==> src/rtl/imm_pkg.sv <==
// rtl/imm_pkg.sv - format codes, opcodes and instruction-to-immediate decode
package imm_pkg;

    typedef enum logic [2:0] {
        FMT_R   = 3'd0,
        FMT_I   = 3'd1,
        FMT_S   = 3'd2,
        FMT_B   = 3'd3,
        FMT_U   = 3'd4,
        FMT_J   = 3'd5,
        FMT_ILL = 3'd7
    } fmt_t;

    localparam int MAX_XLEN = 64;

    localparam logic [6:0] OPC_OP_IMM = 7'b0010011;
    localparam logic [6:0] OPC_LOAD   = 7'b0000011;
    localparam logic [6:0] OPC_JALR   = 7'b1100111;
    localparam logic [6:0] OPC_SYSTEM = 7'b1110011;
    localparam logic [6:0] OPC_STORE  = 7'b0100011;
    localparam logic [6:0] OPC_BRANCH = 7'b1100011;
    localparam logic [6:0] OPC_LUI    = 7'b0110111;
    localparam logic [6:0] OPC_AUIPC  = 7'b0010111;
    localparam logic [6:0] OPC_JAL    = 7'b1101111;
    localparam logic [6:0] OPC_OP     = 7'b0110011;
    localparam logic [6:0] OPC_OP_32  = 7'b0111011;

    typedef struct packed {
        fmt_t                fmt;
        logic [MAX_XLEN-1:0] imm;
    } dec_t;

    // Immediate is produced at the widest XLEN; the low XLEN bits are the
    // correctly sign-extended value for any narrower core.
    function automatic dec_t decode_instr(input logic [31:0] instr);
        dec_t d;
        logic s;
        s     = instr[31];
        d.fmt = FMT_ILL;
        d.imm = '0;
        case (instr[6:0])
            OPC_OP_IMM, OPC_LOAD, OPC_JALR, OPC_SYSTEM: begin
                d.fmt = FMT_I;
                d.imm = {{52{s}}, instr[31:20]};
            end
            OPC_STORE: begin
                d.fmt = FMT_S;
                d.imm = {{52{s}}, instr[31:25], instr[11:7]};
            end
            OPC_BRANCH: begin
                d.fmt = FMT_B;
                d.imm = {{51{s}}, instr[31], instr[7], instr[30:25], instr[11:8], 1'b0};
            end
            OPC_LUI, OPC_AUIPC: begin
                d.fmt = FMT_U;
                d.imm = {{32{s}}, instr[31:12], 12'b0};
            end
            OPC_JAL: begin
                d.fmt = FMT_J;
                d.imm = {{43{s}}, instr[31], instr[19:12], instr[20], instr[30:21], 1'b0};
            end
            OPC_OP, OPC_OP_32: begin
                d.fmt = FMT_R;
            end
            default: begin
                d.fmt = FMT_ILL;
            end
        endcase
        return d;
    endfunction

endpackage

==> src/rtl/imm_fifo.sv <==
// rtl/imm_fifo.sv - generic synchronous FIFO with flush and full/empty flags
module imm_fifo #(
    parameter int WIDTH = 8,
    parameter int DEPTH = 2
) (
    input  logic             clk,
    input  logic             rst_n,
    input  logic             flush,
    input  logic             push,
    input  logic [WIDTH-1:0] wdata,
    input  logic             pop,
    output logic [WIDTH-1:0] rdata,
    output logic             full,
    output logic             empty
);

    localparam int AW = $clog2(DEPTH);
    localparam logic [AW:0] PTR_ONE = {{AW{1'b0}}, 1'b1};

    logic [AW:0]      wr_ptr;
    logic [AW:0]      rd_ptr;
    logic [WIDTH-1:0] mem [DEPTH];
    logic             wr_en;
    logic             rd_en;

    // Extra MSB on each pointer separates full from empty when indices match.
    assign empty = (wr_ptr == rd_ptr);
    assign full  = (wr_ptr[AW] != rd_ptr[AW]) && (wr_ptr[AW-1:0] == rd_ptr[AW-1:0]);

    assign rd_en = pop && !empty && !flush;
    assign wr_en = push && !flush && (!full || rd_en);

    assign rdata = mem[rd_ptr[AW-1:0]];

    always_ff @(posedge clk or negedge rst_n) begin
        if (!rst_n) begin
            wr_ptr <= '0;
            rd_ptr <= '0;
        end else if (flush) begin
            wr_ptr <= '0;
            rd_ptr <= '0;
        end else begin
            if (wr_en) wr_ptr <= wr_ptr + PTR_ONE;
            if (rd_en) rd_ptr <= rd_ptr + PTR_ONE;
        end
    end

    always_ff @(posedge clk) begin
        if (wr_en) mem[wr_ptr[AW-1:0]] <= wdata;
    end

endmodule

==> src/rtl/imm_decode_stage.sv <==
// rtl/imm_decode_stage.sv - registered immediate decode with output FIFO and illegal counter
module imm_decode_stage
    import imm_pkg::*;
#(
    parameter int XLEN  = 32,
    parameter int DEPTH = 2,
    parameter int CNT_W = 16
) (
    input  logic             clk,
    input  logic             rst_n,
    input  logic             flush,
    input  logic             in_valid,
    output logic             in_ready,
    input  logic [31:0]      in_instr,
    output logic             out_valid,
    input  logic             out_ready,
    output logic [XLEN-1:0]  out_imm,
    output logic [2:0]       out_fmt,
    output logic             out_illegal,
    output logic [CNT_W-1:0] illegal_cnt
);

    localparam int EW = XLEN + 4;
    localparam logic [CNT_W-1:0] CNT_ONE = {{(CNT_W-1){1'b0}}, 1'b1};

    dec_t          dec;
    logic          dec_illegal;
    logic          dec_unused;
    logic [EW-1:0] wdata;
    logic [EW-1:0] head;
    logic          full;
    logic          empty;
    logic          push;
    logic          pop;

    assign dec         = decode_instr(in_instr);
    assign dec_illegal = (dec.fmt == FMT_ILL);
    assign dec_unused  = ^dec.imm;
    assign wdata       = {dec_illegal, dec.fmt, dec.imm[XLEN-1:0]};

    assign out_valid = !empty;
    assign pop       = out_valid && out_ready;
    assign in_ready  = !full || pop || flush;
    // A word offered during flush is dropped, so it is neither stored nor counted.
    assign push      = in_valid && in_ready && !flush;

    imm_fifo #(
        .WIDTH(EW),
        .DEPTH(DEPTH)
    ) u_fifo (
        .clk  (clk),
        .rst_n(rst_n),
        .flush(flush),
        .push (push),
        .wdata(wdata),
        .pop  (pop),
        .rdata(head),
        .full (full),
        .empty(empty)
    );

    assign out_imm     = empty ? '0 : head[XLEN-1:0];
    assign out_fmt     = empty ? 3'd0 : head[XLEN+2:XLEN];
    assign out_illegal = empty ? 1'b0 : head[XLEN+3];

    always_ff @(posedge clk or negedge rst_n) begin
        if (!rst_n) begin
            illegal_cnt <= '0;
        end else if (push && dec_illegal && (illegal_cnt != {CNT_W{1'b1}})) begin
            illegal_cnt <= illegal_cnt + CNT_ONE;
        end
    end

endmodule

==> config.mk <==
export PLATFORM = sky130hd
export DESIGN_NAME = imm_decode_stage
export DESIGN_NICKNAME = d
export VERILOG_FILES = /design/src/rtl/imm_pkg.sv /design/src/rtl/imm_fifo.sv /design/src/rtl/imm_decode_stage.sv
export SDC_FILE = /design/constraint.sdc
export NUM_CORES = 1
export LEC_CHECK = 0
export CELL_PAD_IN_SITES_DETAIL_PLACEMENT = 2
export CELL_PAD_IN_SITES_GLOBAL_PLACEMENT = 2
export CORE_MARGIN = 2
export CORE_UTILIZATION = 30
export DETAILED_ROUTE_END_ITERATION = 8
export PLACE_DENSITY_LB_ADDON = 0.1
export RECOVER_POWER = 50
export SLEW_MARGIN = 20
export SYNTH_ARGS = -nofsm -noshare
export SYNTH_HDL_FRONTEND = slang
export SYNTH_SLANG_ARGS = --single-unit
export TNS_END_PERCENT = 10
==> constraint.sdc <==
create_clock -name clk -period 2.78 [get_ports clk]
set_input_delay 0.556 -clock clk [delete_from_list [all_inputs] [get_ports clk]]
set_output_delay 0.556 -clock clk [all_outputs]
set_load 0.005 [all_outputs]
==> metrics.txt <==
status complete, no violations; P_leak 2.25 nW; Synth Flop Type edfxtp_1; Root Buffer clkbuf_16; synthesized-area fraction occupied by and/or/nand/nor cells 0.138; Placed Instances 613; Final Slew Violations 0; antenna violations before repair 0; core area 0.0139 mm2; worst r2r src u_fifo.wr_ptr[0]; CTS tree built; worst-path cell chain xnor2_1 > and2_1 > buf_6 > nor2_1 > clkdlybuf4s50_1; Worst-path clk slew ~70 ps; Layout Cells excl Fill about 630; # DRC 0; Post-Syn Area per Cell 12.6 um2; share of cells above drive strength 1 0.0913; chip width between 100 and 150 um; initial cell density of the core 0.307; DIE HEIGHT between 100 and 150 um; clock buffer depth 2; Rows 43; Arr. time, crit path 2090 ps; detailed placement HPWL a little over 8000 um; placed cell area 0.00553 mm2; Congestion Overflow GR 0; min-delay src illegal_cnt[9]; Mapped Cells roughly 340; hold endpoint illegal_cnt[9]; DRT antenna net count 0; RSZ-0062 raised after global routing false; Synth Warn # 0; Max stage delay on crit path 540 ps; Synth top area share 0.505; Post-Route WL 11800 um; routed via count 3071; Crit. End Element output pin; Peak VDD IR ~0.32 mV; Slew HR 0.248; clock sink total 92; worst hold path depth 1; Period Utilization, post-route 0.953; Starting DRT DRC Count a little under 100; pwr dens 756 mW/mm2; post-synthesis sequential area ratio 0.622; total power 4.41 mW; drt pass-1 iters 4; Setup Total Neg Slack 0 ps; boundary pin count 91; kind of critical path reg -> out; area delta synth->final 36.4%; reg-to-reg endpoint u_fifo.mem[1][14]; mapped cell area 0.00428 mm2; slack of the critical path about 130 ps; commonest non-fill, non-tap cells in the layout edfxtp_1, clkdlybuf4s50_1, nor2_1; Reg2Reg Setup Slack 330 ps; most common cell after layout, fill and taps aside edfxtp_1; fmax 0.377 GHz; Post-Synth XOR/XNOR Area 0.0430; largest family of logic cells by synthesized area simple AND/OR/NAND/NOR gates; largest cells by area after synthesis edfxtp_1, dfrtp_1, mux2i_1, nor2_1, a21o_1; min cycle time layout 2650 ps; Startpoint Class flip-flop; Port Buffers 90; vias in the first global route 3336; Synth async-reset ratio 0.217; Die ar. 0.0152 mm2; pin count of the biggest net entering global routing 37; max cap viols 0; H-tree depth 3; vias per cell roughly 5; EDFF count, synth between 70 and 80; clk_lat worst skew 340 ps; reg2reg path depth 5; Data required, critical path about 2200 ps; first-pass GRT wire length 18500 um; NumNets Final 482; Synth Area in Adders 0.00292; routed length per instance about 19 um; Syn Nets 377; Yosys top cell by area edfxtp_1; Final GP Congestion between 0.7 and 0.8; Antenna Cells 0; HP Class reg -> reg; Worst Tran Pin Value 1130 ps; slowest CP cell clkdlybuf4s50_1; Final Setup Violations 0; design area ~0.0058 mm2; total CTS buffers 9; CP max FO 22; global router's overall resource usage 0.165; final setup skew between 6 and 7 ps; final hold viol count 0; count of different cell masters after synthesis 42; multiplexer share of the synthesized area 0.0926; post-synthesis compound-gate area fraction 0.0766; DP Worst Slack approximately 150 ps; #FFs+latches synth 92; hold_buf cts 0
[metal layers]
metal  GRT usage  share of wire
met2       0.273           0.50
met1       0.215           0.46
met4      0.0625          0.016
met3      0.0314          0.029
met5           0              0
[synth_stat cells (all sizes together) (5+ instances only)]
| cell type | count |
|---|---|
| edfxtp | 72 |
| nor2 | 50 |
| mux2i | 37 |
| a21o | 20 |
| dfrtp | 20 |
| xnor2 | 17 |
| nand2 | 15 |
| nand3 | 12 |
| and2 | 11 |
| buf | 9 |
| nand4 | 8 |
| a21oi | 7 |
| clkbuf | 7 |
| inv | 7 |
| nor3 | 5 |
[sequential cells by signal, summed over array words and instances (netlist names)]
name,cells
u_fifo.rd_ptr,2
u_fifo.mem,72
illegal_cnt,16
u_fifo.wr_ptr,2
[repair_timing]
item                       CTS  global route
gates resized for setup      1             3
setup endpoints to repair    1            10
buffers inserted             0             0
[worst max-delay path: cells and delay by family (launching register included)]
kind | cells | cell delay [ps]
xor gates and xnor gates | 1 | 160
buffers and inverters | 2 | 730
DFF | 1 | 480
and+or+nand+nor | 2 | 380
[kinds of logic (layout without fill, tap and decap cells)]
kind of cell	Yosys count	count (layout)
multiplexers	39	39
AO/OA/AOI/OAI	43	43
XOR/XNOR	21	21
buffers and inverters	23	133
AND/OR/NAND/NOR	120	120
flip-flops	92	92
adder cells (fa/ha/maj)	1	1
[where the power goes]
group | total, mW | switching (mW) | internal (mW)
Sequential | 1.67 | 0.0899 | 1.58
Clock | 1.42 | 0.533 | 0.887
Combinational | 1.32 | 0.610 | 0.709
[worst max path at each step]
stage | slack [ps] | startpoint | endpoint | depth (start not counted)
2_1_floorplan | -10 | u_fifo.rd_ptr[0] | u_fifo.mem[0][0] | 4
3_3_place_gp | 160 | out_ready | in_ready | 4
3_5_place_dp | 150 | out_ready | in_ready | 4
4_1_cts | 60 | u_fifo.wr_ptr[0] | out_imm[12] | 5
5_1_grt | 40 | u_fifo.wr_ptr[0] | out_imm[31] | 5
6_report | 130 | u_fifo.wr_ptr[0] | out_imm[21] | 5
[per-stage QoR]
step,hold WS [ps],utilization
2_1_floorplan,260,-
3_3_place_gp,488,0.397
3_5_place_dp,492,0.397
4_1_cts,503,0.421
5_1_grt,521,0.419
6_report,490,0.419
[layout make-up]
class                   instances  area [um2]
fillers                      1449        8100
clock buffers                  11         233
multi-input cells             224        1530
inverters                       7        26.3
clock inverters                 5         108
repair buffers                110        1050
well taps                     180         225
flip-flops and latches         92        2660
No activity file was read; power rests on OpenSTA's default activity.
